--- src/rtl/riscv_pkg.sv ---
// Shared RISC-V front-end definitions: opcodes, NOP encoding and fetch bundle layout.
// The bundle packer lives here so producers and consumers agree on field placement.
package riscv_pkg;

    localparam logic [6:0]  OPC_JAL    = 7'b1101111;
    localparam logic [6:0]  OPC_LOAD   = 7'b0000011;
    localparam logic [6:0]  OPC_STORE  = 7'b0100011;
    localparam logic [31:0] NOP_INSTR  = 32'h0000_0013;

    localparam int FETCH_W    = 128;
    localparam int PC1_LSB    = 0;
    localparam int INSTR1_LSB = 32;
    localparam int PC2_LSB    = 64;
    localparam int INSTR2_LSB = 96;

    typedef logic [FETCH_W-1:0] fetch_bundle_t;

    // rdata[31:0] is the word at pc, rdata[63:32] the word at pc+4.
    function automatic fetch_bundle_t pack_bundle(input logic [31:0] pc,
                                                  input logic [63:0] rdata);
        fetch_bundle_t b;
        b                      = '0;
        b[PC1_LSB    +: 32]    = pc;
        b[INSTR1_LSB +: 32]    = rdata[31:0];
        b[PC2_LSB    +: 32]    = pc + 32'd4;
        b[INSTR2_LSB +: 32]    = rdata[63:32];
        return b;
    endfunction

endpackage

--- src/rtl/fetch_skid_buf.sv ---
// Two-entry FIFO for fetch bundles: an output register backed by one skid entry.
// Flush drops both entries; incoming data in a flush cycle is also dropped.
module fetch_skid_buf
    import riscv_pkg::*;
(
    input  logic          clk,
    input  logic          rst,
    input  logic          flush,
    input  logic          in_valid,
    input  fetch_bundle_t in_data,
    input  logic          out_ready,
    output logic          out_valid,
    output fetch_bundle_t out_data,
    output logic          skid_valid
);

    fetch_bundle_t out_data_q, out_data_d;
    fetch_bundle_t skid_data_q, skid_data_d;
    logic          out_valid_q, out_valid_d;
    logic          skid_valid_q, skid_valid_d;
    logic          consume;

    assign consume = out_valid_q & out_ready;

    always_comb begin
        out_data_d   = out_data_q;
        skid_data_d  = skid_data_q;
        out_valid_d  = out_valid_q;
        skid_valid_d = skid_valid_q;
        if (consume) begin
            out_valid_d = skid_valid_q;
            if (skid_valid_q) begin
                out_data_d   = skid_data_q;
                skid_valid_d = 1'b0;
            end
        end
        // Bypass into the output register only when nothing older is waiting.
        if (in_valid) begin
            if (!out_valid_q || (consume && !skid_valid_q)) begin
                out_data_d  = in_data;
                out_valid_d = 1'b1;
            end else begin
                skid_data_d  = in_data;
                skid_valid_d = 1'b1;
            end
        end
        if (flush) begin
            out_valid_d  = 1'b0;
            skid_valid_d = 1'b0;
        end
    end

    always_ff @(posedge clk) begin
        if (rst) begin
            out_data_q   <= '0;
            skid_data_q  <= '0;
            out_valid_q  <= 1'b0;
            skid_valid_q <= 1'b0;
        end else begin
            out_data_q   <= out_data_d;
            skid_data_q  <= skid_data_d;
            out_valid_q  <= out_valid_d;
            skid_valid_q <= skid_valid_d;
        end
    end

    a_no_overflow: assert property (@(posedge clk) disable iff (rst || flush)
        !(in_valid && out_valid_q && skid_valid_q && !consume));

    assign out_valid  = out_valid_q;
    assign out_data   = out_data_q;
    assign skid_valid = skid_valid_q;

endmodule

--- src/rtl/fetch_unit.sv ---
// Dual-issue fetch stage: owns the PC, issues 64-bit reads, packs responses into bundles
// and applies scheduler/execute redirects. Requests are throttled so a response always fits.
module fetch_unit
    import riscv_pkg::*;
#(
    parameter logic [31:0] RESET_PC = 32'h0000_0000
) (
    input  logic                clk,
    input  logic                rst,
    output logic                imem_req,
    output logic [31:0]         imem_addr,
    input  logic [63:0]         imem_rdata,
    output logic [FETCH_W-1:0]  fetch_data,
    output logic                fetch_valid,
    input  logic                fetch_ready,
    input  logic                jal,
    input  logic [31:0]         jal_addr,
    input  logic                redirect_valid,
    input  logic [31:0]         redirect_addr
);

    logic [31:0]   pc_q, pc_d;
    logic [31:0]   inflight_pc_q, inflight_pc_d;
    logic          inflight_valid_q, inflight_valid_d;
    logic          redirect_now;
    logic          issue;
    logic          skid_valid;
    logic [31:0]   target;
    fetch_bundle_t rsp_bundle;

    always_comb begin
        redirect_now = redirect_valid | (jal & fetch_valid & fetch_ready);
        target       = redirect_valid ? redirect_addr : jal_addr;
        target[1:0]  = 2'b00;
        // Stall while a response is due and only the skid slot would be left for the next one.
        issue        = ~rst & ~redirect_now & ~skid_valid
                     & ~(fetch_valid & ~fetch_ready & inflight_valid_q);

        pc_d             = pc_q;
        inflight_pc_d    = inflight_pc_q;
        inflight_valid_d = issue;
        if (redirect_now) begin
            pc_d = target;
        end else if (issue) begin
            pc_d          = pc_q + 32'd8;
            inflight_pc_d = pc_q;
        end
    end

    always_ff @(posedge clk) begin
        if (rst) begin
            pc_q             <= RESET_PC;
            inflight_pc_q    <= '0;
            inflight_valid_q <= 1'b0;
        end else begin
            pc_q             <= pc_d;
            inflight_pc_q    <= inflight_pc_d;
            inflight_valid_q <= inflight_valid_d;
        end
    end

    assign rsp_bundle = pack_bundle(inflight_pc_q, imem_rdata);
    assign imem_req   = issue;
    assign imem_addr  = pc_q;

    fetch_skid_buf u_buf (
        .clk        (clk),
        .rst        (rst),
        .flush      (redirect_now),
        .in_valid   (inflight_valid_q & ~redirect_now),
        .in_data    (rsp_bundle),
        .out_ready  (fetch_ready),
        .out_valid  (fetch_valid),
        .out_data   (fetch_data),
        .skid_valid (skid_valid)
    );

endmodule

--- config.mk ---
export PLATFORM = sky130hd
export DESIGN_NAME = fetch_unit
export DESIGN_NICKNAME = d
export VERILOG_FILES = /design/src/rtl/riscv_pkg.sv /design/src/rtl/fetch_skid_buf.sv /design/src/rtl/fetch_unit.sv
export SDC_FILE = /design/constraint.sdc
export NUM_CORES = 1
export LEC_CHECK = 0
export CORE_MARGIN = 4
export CORE_UTILIZATION = 51
export DETAILED_ROUTE_END_ITERATION = 7
export PLACE_DENSITY = 0.88
export SLEW_MARGIN = 20
export SYNTH_ARGS = -nofsm -noshare
export SYNTH_HDL_FRONTEND = slang
export SYNTH_SLANG_ARGS = --single-unit
--- constraint.sdc ---
create_clock -name clk -period 1.85 [get_ports clk]
set_input_delay 0.185 -clock clk [delete_from_list [all_inputs] [get_ports clk]]
set_output_delay 0.185 -clock clk [all_outputs]
set_load 0.05 [all_outputs]
==> metrics.md, run 1 <==
| Metric | Value |
|---|---|
| Die Wd | `170.4 um` |
| Relative max-transition margin | `40.36%` |
| Most numerous cell in the Yosys netlist | `nand2_1` |
| Buffer levels on the longest clock path | `3` |
| Status | `finished, violations left` |
| Clock-pin slew on the worst setup and hold paths | `0.06 ns` |
| Pin count of the biggest net entering global routing | `158` |
| Port Buffers | `288` |
| Gate count after technology mapping | `1723` |
| Ys Warns | `0` |
| Register area | `6337 sq um` |
| Critical path fanouts, max | `6` |
| Fmax | `538.8 MHz` |
| Failing checks | `negative setup slack` |
| Pre-CTS setup slack | `-0.2991 ns` |
| Synth area leaders | `dfxtp_1, nand2_1, a311oi_1` |
| First-pass GRT wire length | `67020 um` |
| Share of layout cells above drive strength 1 | `15.34%` |
| Area delta synth->final | `40.35%` |
| DR vias/cell | `5.911` |
| Worst min path class | `in2reg` |
| Fin crit share | `100.3%` |
| Fin. Hold Viols | `0` |
| Critical path arrival | `2.22 ns` |
| Fin util | `72.62%` |
| Type of destination of the critical path | `register` |
| Antenna violations before repair | `0` |
| Sequential fraction of the synthesis area | `46.90%` |
| Adder-cell share of the synthesized area | `0.1861%` |
| Drt pass-1 iters | `5` |
| GR Util All Layers | `27.66%` |
| Total grt overflow | `0` |
| Post-Place Cells | `2308` |
| Cell variety after synth | `49` |
| Dominant cell type by area after synthesis | `dfxtp_1` |
| Final worst slack | `-0.006001 ns` |
| Max VDD drop | `0.0006962 V` |
| Top-area cell type share of the netlist area | `46.90%` |
| Multi-input logic area | `6700 sq um` |
| H-tree depth | `2` |
| GP Congestion | `0.8982` |
| FFs w/ async S/R, synth | `0%` |
| Area of the core | `25980 sq um` |
| Die Area | `29030 sq um` |
| Final HPWL DP | `28700 um` |
| Final Max Tran Viols | `0` |
| CP Launch Type | `register` |
| Compound-Gate Fraction of Synth Area | `17.40%` |
| Critical Path RT | `2.21 ns` |
| Pwr dens | `870.8 nW/um^2` |
| Simple-gate share of the synthesized area | `26.81%` |
| Antenna Violating Nets Remaining | `0` |
| Clock Latency Late Sink | `0.51 ns` |
| Fin nets | `2167` |
| Final WL | `44780 um` |
| Die Ht | `170.4 um` |
| Remaining DRCs | `0` |
| Critical path class | `reg2reg` |
| Root Buffer | `clkbuf_16` |
| Mux cell area share after synthesis | `0.3071%` |
| Sink Count | `315` |
| Crit path time final | `1.856 ns` |
| Synth Register Bits | `315` |
| Synth cell count leaders | `nand2_1, dfxtp_1, nor2_1` |
| XOR/XNOR share of the synthesized area | `3.583%` |
| Vias in the first global route | `13260` |
| Most used DFF post-synth | `dfxtp_1` |
| Skew final | `0.01168 ns` |
| TritonCTS Buffers | `35` |
| Final Non-Filler Cells | `2389` |
| Via count | `14120` |
| Ports | `295` |
| Dominant combinational cell family by area after synthesis | `simple AND/OR/NAND/NOR gates` |
| RSZ-0062 raised after global routing | `true` |
| Post-Syn Area per Cell | `7.803 sq um` |
| Initial Util | `51.74%` |
| Maxcap violations | `0` |
| Hold-fix buffers at CTS | `0` |
| WL/cell | `18.74 um` |
| Number of synthesized flops with an enable pin | `0` |
| Antenna cells | `0` |
| Final Setup Violations | `2` |
| Leak pwr | `7.717 nW` |
| Mapped Area | `13450 sq um` |
| Worst-margin pin slew | `0.8946 ns` |
| Fill count | `1894` |
| Count of standard-cell rows | `59` |
| DR iter-0 viols | `1644` |
| CTS tree | `done` |
## routing by layer
| metal | vias to the layer above | GRT usage (%) | share of wire, % |
|---|---|---|---|
| li1 | 6515 | - | - |
| met1 | 6621 | 35.15 | 40 |
| met2 | 833 | 46.25 | 47 |
| met3 | 152 | 6.063 | 9.8 |
| met4 | 0 | 10.28 | 4.1 |
| met5 | - | 0 | 0 |
## cell families after synthesis
family	after synthesis
buffers and inverters	157
flip-flops	315
adder cells (fa/ha/maj)	2
AO/OA/AOI/OAI	345
other	1
AND/OR/NAND/NOR	844
XOR/XNOR	55
multiplexers	4
## final cells by class
cell class                      instances  area share [%]
Clock buffer                           57           5.835
Inverter                                6          0.1326
Tap cell                              335           2.221
Sequential cell                       315           33.58
Timing Repair Buffer                  421           22.40
Clock inverter                          2          0.3183
Multi-Input combinational cell       1253           35.51
## critical path: stages (launching register included)
cell,delay [ns]
dfxtp_1,0.47
nand3_1,0.20
nor4_4,0.34
buf_4,0.18
nand2_1,0.06
xor2_1,0.33
a211oi_1,0.13
## report_power, final
group	switching, mW	total (mW)	internal (mW)
combinational	1.39	2.24	0.851
sequential	0.185	7.19	7.01
clock	2.68	7.00	4.32
total	4.25	16.4	12.2
## layout by cell type (no fill, tap or decap), types with 28 or more instances in the layout
cell | synthesis | layout
nor2_1 | 170 | 169
a211oi_1 | 31 | 28
dlygate4sd2_1 | 0 | 63
xor2_1 | 36 | 34
dlymetal6s2s_1 | 0 | 35
a311oi_1 | 99 | 98
clkdlybuf4s50_1 | 0 | 136
clkbuf_16 | 0 | 41
buf_4 | 3 | 152
a21oi_1 | 155 | 155
nand2_1 | 535 | 534
dfxtp_1 | 315 | 294
## final timing paths
check	from	endpoint	slack [ns]	cells after the start
setup / recovery	inflight_pc_q[10]	u_buf.skid_data_q[78]	-0.006	6
hold / removal	redirect_valid	imem_addr[3]	0.08	3
setup reg to reg	inflight_pc_q[10]	u_buf.skid_data_q[78]	-0.006	6
hold reg to reg	u_buf.skid_data_q[116]	u_buf.skid_data_q[116]	0.45	2
## stage by stage
stage | instance area (sq um) | power (mW) | TNS [ns] | hold slack, ns
after global routing | 18870 | 16.88 | -0.3450 | 0.07589
final | 18870 | 16.43 | -0.007724 | 0.07502
after global placement | 17270 | 9.473 | -13.00 | 0.4415
after floorplan | 13480 | 8.536 | -0.005098 | 0.3210
after detailed placement | 17270 | 9.514 | -32.60 | 0.4426
after CTS | 18460 | 16.39 | -0.1273 | 0.05512
## what timing repair did
action	CTS	global route
cloned	1	5
pin swaps	0	8
setup endpoints to repair	104	109
resized for setup	74	65
setup buffers	2	15
## flip-flops by register name, indices dropped and copies added, names as in the netlist
signal,flops
u_buf.out_data,128
u_buf.skid_data_q,124
imem_addr,30
inflight_pc_q,30
inflight_valid_q,1
u_buf.out_valid,1
u_buf.skid_valid,1
Power figures use the tool's default switching activity.
==> run 2, diff against run 1 <==
PLACE_DENSITY = 0.8   (was 0.88)
==> run 2 against run 1 <==
  * The flow still finishes with violations (negative setup slack)
  * Largest cell class unchanged
  * Design area decreased by 2.4%
  * Clock power decreased by 9.3%
  * Critical path depth unchanged
  * Flip-flop and latch count stayed put
  * First-iteration DRC count shrank 25%
  * Combinational power shrank 4%
  * Worst hold slack improved by 0.051 ns
  * Register-to-register slack improved by 0.03 ns
==> metrics.md, run 2 (synthesized netlist as in run 1, its figures left out) <==
| Metric | Value |
|---|---|
| DR iter-0 viols | `1234 (-25%)` |
| HP Start | `rst` |
| Antenna cells | `0 (unchanged)` |
| H-tree depth | `1 (-1)` |
| Drt pass-1 iters | `6 (+1)` |
| Worst-margin pin slew | `0.7574 ns (-0.1373 ns)` |
| Final Max Tran Viols | `0 (unchanged)` |
| Critical path fanouts, max | `8 (+2)` |
| Skew final | `0.006807 ns (-0.004869 ns)` |
| Critical path class | `reg2out` |
| Fin. Hold Viols | `0 (unchanged)` |
| Die Wd | `170.4 um (unchanged)` |
| Failing checks | `negative setup slack` |
| WL/cell | `17.60 um (-6.1%)` |
| Fill count | `2026 (+7.0%)` |
| Root Buffer | `clkbuf_16` |
| First-pass GRT wire length | `65360 um (-2.5%)` |
| Pin count of the biggest net entering global routing | `163 (+3.2%)` |
| R2r startpoint | `inflight_pc_q[10]` |
| Area delta synth->final | `37.04%` |
| RSZ-0062 raised after global routing | `true` |
| CTS tree | `done` |
| GR Util All Layers | `26.86% (-0.81 points)` |
| Final hold slack | `0.1257 ns (+0.05069 ns)` |
| Most frequent cells in the layout | `nand2_1, dfxtp_1, nor2_1, a21oi_1, clkdlybuf4s50_1` |
| Leak pwr | `7.156 nW (-7.3%)` |
| Fmax | `525.8 MHz (-2.4%)` |
| Critical path arrival | `1.72 ns (-0.50 ns)` |
| Count of standard-cell rows | `59 (unchanged)` |
| Hold Path Cell Cnt | `3 (unchanged)` |
| Final Setup Violations | `1 (-1)` |
| Maxcap violations | `0 (unchanged)` |
| Final HPWL DP | `28250 um (-1.6%)` |
| Antenna violations before repair | `0 (unchanged)` |
| Capture point of the worst reg-to-reg path | `u_buf.skid_data_q[82]` |
| Crit path time final | `1.902 ns (+0.04601 ns)` |
| Antenna Violating Nets Remaining | `0 (unchanged)` |
| Most common cell after layout, fill and taps aside | `nand2_1` |
| Remaining DRCs | `0 (unchanged)` |
| Pwr dens | `851.6 nW/um^2 (-2.2%)` |
| Share of layout cells above drive strength 1 | `13.63% (-1.7 points)` |
| Via count | `13550 (-4.0%)` |
| Worst min path class | `in2reg` |
| Total grt overflow | `0 (unchanged)` |
| Vias in the first global route | `12930 (-2.5%)` |
| Clock-pin slew on the worst setup and hold paths | `0.06 ns (about the same)` |
| TritonCTS Buffers | `31 (-11%)` |
| Fin crit share | `102.8% (+2.5 points)` |
| Fin nets | `2151 (-0.74%)` |
| GP Congestion | `0.8712 (-3.0%)` |
| Relative max-transition margin | `49.51% (+9.2 points)` |
| R2R depth | `6 (unchanged)` |
| Area of the core | `25980 sq um (unchanged)` |
| Final WL | `41780 um (-6.7%)` |
| Dpl cell area | `17300 sq um (+0.17%)` |
| Final worst slack | `-0.05201 ns (-0.04601 ns)` |
| Critical Path RT | `1.66 ns (-0.55 ns)` |
| Max VDD drop | `0.0007840 V (+13%)` |
| DR vias/cell | `5.709 (-3.4%)` |
| Setup slack, reg-to-reg | `0.02 ns (+0.03 ns)` |
| Buffer levels on the longest clock path | `3 (unchanged)` |
| CP Launch Type | `register` |
| Largest register FFs | `128 (unchanged)` |
| Ports | `295 (unchanged)` |
| Finished layout cell area | `18430 sq um (-2.4%)` |
| Clock Latency Late Sink | `0.55 ns (+0.04 ns)` |
| Initial Util | `51.74% (unchanged)` |
| Port Buffers | `288 (unchanged)` |
| Type of destination of the critical path | `output port` |
| Status | `finished, violations left` |
| Die Ht | `170.4 um (unchanged)` |
| Fin util | `70.91% (-1.7 points)` |
| Die Area | `29030 sq um (unchanged)` |
| Sink Count | `315 (unchanged)` |
| Hold Crit Endpoint | `imem_addr[8]` |
==> run 2: cell count changes in the layout (fill, tap and decap cells not counted), sizes merged <==
cell,change
inv,+1
dlymetal6s2s,-35
nand4,-1
clkbuf,-8
buf,-23
clkinv,+1
dlygate4sd3,+1
bufbuf,-1
clkdlybuf4s50,-10
dlygate4sd2,+60
==> run 2: worst max path at each step <==
| stage | startpoint | to | slack (ns) | depth (start not counted) |
|---|---|---|---|---|
| after global routing | u_buf.out_valid | imem_req | -0.11 | 6 |
| after CTS | u_buf.out_valid | imem_req | -0.15 | 6 |
| after floorplan | u_buf.out_valid | imem_addr[17] | -0.005 | 7 |
| final | u_buf.out_valid | imem_req | -0.05 | 6 |
| after global placement | fetch_ready | imem_addr[17] | -0.14 | 7 |
| after detailed placement | fetch_ready | imem_addr[19] | -0.18 | 7 |
==> run 2: cell type report <==
| cell class | instances | area, sq um | area share, % |
|---|---|---|---|
| Clock buffer | 52 | 954.7 | 5.181 |
| Clock inverter | 4 | 73.82 | 0.4007 |
| Inverter | 6 | 25.02 | 0.1358 |
| Multi-Input combinational cell | 1252 | 6653 | 36.11 |
| Sequential cell | 315 | 6339 | 34.40 |
| Tap cell | 335 | 419.2 | 2.275 |
| Timing Repair Buffer | 410 | 3961 | 21.50 |
==> run 2: per-layer routing <==
layer  track usage [%]  vias to the layer above  wire length, um
met1             34.84                     6373            16940
met5                 0                        -                0
li1                  -                     6483                -
met4             8.438                        0             1157
met2             45.67                      608            20230
met3             4.785                       89             3460
==> run 2: critical path, cell delays in order, from the launching register on <==
cell and delay (ns):
dfxtp_4 0.35, and3b_2 0.22, nor2_4 0.14, nand3_4 0.11
inv_4 0.08, buf_12 0.12, buf_12 0.13
==> run 2: stage by stage <==
step / worst slack, ns / total power [mW] / std cells / TNS [ns]
floorplan: -0.005098 / 8.536 / 1724 / -0.005098
global placement: -0.1437 / 9.500 / 2307 / -4.196
detailed placement: -0.1763 / 9.533 / 2307 / -16.40
CTS: -0.1478 / 15.72 / 2365 / -0.1478
global route: -0.1109 / 16.19 / 2374 / -0.1911
finish: -0.05201 / 15.69 / 2374 / -0.05201
==> run 2: report_power, final <==
part,switching [mW],internal [mW],leakage [nW]
registers,0.177,7.01,2.57
logic,1.35,0.800,4.08
clock network,2.59,3.76,0.504
==> run 2: repair_timing <==
item,CTS,global route
hold endpoints to repair,2,0
pin swaps,1,6
buffers inserted,1,8
gates cloned,0,1
gates resized for setup,126,32
hold buffers,1,0
endpoints found under the setup margin,131,115
==> run 3, diff against run 2 <==
CAP_MARGIN = 20   (was default)
CORE_UTILIZATION = 53   (was 51)
CTS_BUF_LIST = sky130_fd_sc_hd__clkbuf_4   (was default)
PLACE_DENSITY = 0.83   (was 0.8)
==> run 3 against run 2 <==
  * The run ends with negative hold slack, negative setup slack left
  * Clock skew rose by 0.035 ns
  * First-iteration DRC count up 15%
  * Design area is 0.75% lower
  * Clock power is 8.8% lower
==> metrics.md, run 3 (synthesized netlist as in run 1, its figures left out) <==
| Metric | Value |
|---|---|
| Count of standard-cell rows | `58 (-1.7%)` |
| Critical path arrival | `1.85 ns (+0.13 ns)` |
| Fin nets | `2194 (+2.0%)` |
| DR iter-0 viols | `1415 (+15%)` |
| Area delta synth->final | `36.01%` |
| Failing checks | `negative hold slack, negative setup slack` |
| Maxcap violations | `0 (unchanged)` |
| CP Launch Type | `register` |
| Most used cell, CP | `buf_12` |
| Share of layout cells above drive strength 1 | `17.34% (+3.7 points)` |
| Crit path to | `imem_req` |
| Most frequent cells in the layout | `nand2_1, dfxtp_1, nor2_1, a21oi_1, buf_4` |
| Final Non-Filler Cells | `2442 (+2.9%)` |
| GP Congestion | `0.9415 (+8.1%)` |
| R2r startpoint | `u_buf.out_valid` |
| GR Util All Layers | `28.04% (+1.2 points)` |
| Critical path fanouts, max | `8 (unchanged)` |
| Port Buffers | `288 (unchanged)` |
| CP max stage cell | `dfxtp_4` |
| Initial Util | `53.70% (+2.0 points)` |
| Sw Share | `27.90% (+1.6 points)` |
| Critical path class | `reg2out` |
| Die Wd | `167.3 um (-1.8%)` |
| Drt pass-1 iters | `5 (-1)` |
| Final hold slack | `-0.1600 ns (-0.2857 ns)` |
| Leak pwr | `7.129 nW (-0.38%)` |
| Clock-pin slew on the worst setup and hold paths | `0.06 ns (about the same)` |
| Remaining DRCs | `0 (unchanged)` |
| Power, Total | `15.12 mW (-3.7%)` |
| Skew final | `0.04186 ns (+0.03505 ns)` |
| Fmax | `491.2 MHz (-6.6%)` |
| WL/cell | `17.01 um (-3.3%)` |
| Internal | `10.90 mW (-5.8%)` |
| TritonCTS Buffers | `80 (+160%)` |
| Relative max-transition margin | `44.87% (-4.6 points)` |
| Crit path time final | `2.036 ns (+0.1340 ns)` |
| Comb power frac | `14.2% (+0.5 points)` |
| Worst-margin pin slew | `0.8270 ns (+0.06959 ns)` |
| Die Area | `27980 sq um (-3.6%)` |
| Clock Latency Late Sink | `0.70 ns (+0.15 ns)` |
| Hold-fix buffers at CTS | `5 (+4)` |
| Most common cell after layout, fill and taps aside | `nand2_1` |
| Vias in the first global route | `13460 (+4.1%)` |
| Root Buffer | `clkbuf_4` |
| Final HPWL DP | `27570 um (-2.4%)` |
| Pre-CTS setup slack | `-0.2212 ns (-0.04487 ns)` |
| Capture point of the worst reg-to-reg path | `inflight_pc_q[4]` |
| Dpl cell area | `17140 sq um (-0.88%)` |
| Setup TNS | `-0.1860 ns (-0.1340 ns)` |
| Total grt overflow | `0 (unchanged)` |
| Setup slack, reg-to-reg | `0.02 ns (about the same)` |
| Finished layout cell area | `18290 sq um (-0.75%)` |
| Final WL | `41540 um (-0.57%)` |
| Hold Path Cell Cnt | `2 (-1)` |
| Via count | `13910 (+2.6%)` |
| Status | `finished, violations left` |
| Critical Path RT | `1.66 ns (about the same)` |
| H-tree depth | `3 (+2)` |
| Buffer levels on the longest clock path | `3 (unchanged)` |
| Pin count of the biggest net entering global routing | `108 (-34%)` |
| Register share of total power | `47.5% (+1.7 points)` |
| Fill count | `1943 (-4.1%)` |
| Post-Place Cells | `2289 (-0.78%)` |
| Fin. Hold Viols | `23 (+23)` |
| Fin util | `73.04% (+2.1 points)` |
| CTS tree | `done` |
| Sink Count | `315 (unchanged)` |
| Ports | `295 (unchanged)` |
| Antenna Violating Nets Remaining | `0 (unchanged)` |
| Final worst slack | `-0.1860 ns (-0.1340 ns)` |
| First-pass GRT wire length | `66490 um (+1.7%)` |
| Worst min path class | `in2reg` |
| Final Setup Violations | `1 (unchanged)` |
| Net Sw Power | `4.217 mW (+2.3%)` |
| Final Max Tran Viols | `0 (unchanged)` |
| Area of the core | `25040 sq um (-3.6%)` |
| Die Ht | `167.3 um (-1.8%)` |
| Slowest Stage Delay on Critical Path | `0.38 ns (+0.03 ns)` |
| R2R depth | `7 (+1)` |
| Largest register FFs | `128 (unchanged)` |
| Pwr dens | `826.6 nW/um^2 (-2.9%)` |
| Type of destination of the critical path | `output port` |
| Clock power frac | `38.3% (-2.2 points)` |
| Max VDD drop | `0.0004694 V (-40%)` |
| CP Launch Point | `u_buf.out_valid` |
| DR vias/cell | `5.694 (-0.26%)` |
| CP cell instances | `and3b_2 -> nor2_4 -> nand3_4 -> inv_4 -> buf_12 -> buf_12` |
| Antenna violations before repair | `1 (+1)` |
| Fin crit share | `110.1% (+7.2 points)` |
| RSZ-0062 raised after global routing | `true` |
[run 3: final cells by class]
type                    count  area [sq um]  area share, %
flip-flops and latches    315          6334          34.63
clock inverters            13         75.07         0.4105
well taps                 330         412.9          2.258
inverters                   6         25.02         0.1368
diodes                      1         2.502        0.01368
multi-input cells        1252          6638          36.30
repair buffers            404          3892          21.28
clock buffers             121         908.4          4.967
[run 3: worst min path at each step]
stage	start	slack [ns]	endpoint
4_1_cts	rst	-0.21	u_buf.skid_data_q[4]
3_3_place_gp	u_buf.out_data[65]	0.44	u_buf.out_data[65]
6_report	rst	-0.16	imem_addr[14]
3_5_place_dp	u_buf.out_data[1]	0.44	u_buf.out_data[1]
2_1_floorplan	imem_rdata[36]	0.32	u_buf.skid_data_q[100]
5_1_grt	rst	-0.19	imem_addr[14]
[run 3: critical path, delay by kind of cell, from the launching register on]
kind / cells / cell delay (ns)
AND/OR/NAND/NOR: 3 / 0.47
flip-flops: 1 / 0.38
buffers and inverters: 3 / 0.33
[run 3: power by group through the flow]
| stage | Sequential [mW] | Combinational [mW] | Clock [mW] |
|---|---|---|---|
| 4_1_cts | 7.18 | 2.12 | 5.90 |
| 3_5_place_dp | 7.33 | 2.17 | 0 |
| 2_1_floorplan | 7.94 | 0.599 | 0 |
| 5_1_grt | 7.21 | 2.26 | 6.29 |
| 3_3_place_gp | 7.33 | 2.15 | 0 |
| 6_report | 7.19 | 2.14 | 5.79 |
[run 3: metal layers]
layer	wire [um]	vias up	global-route usage, %	share of wire, %
met5	0	-	0	0
met4	1034	0	10.23	2.5
met3	3865	86	6.539	9.3
met2	19620	708	46.88	47
met1	17030	6488	35.59	41
li1	-	6623	-	-
[run 3: what timing repair did]
action,4_1_cts,5_1_grt
setup buffers,2,11
pin swaps,1,8
resized for setup,128,30
setup endpoints to repair,117,64
endpoints found under the hold margin,28,23
cloned,1,0
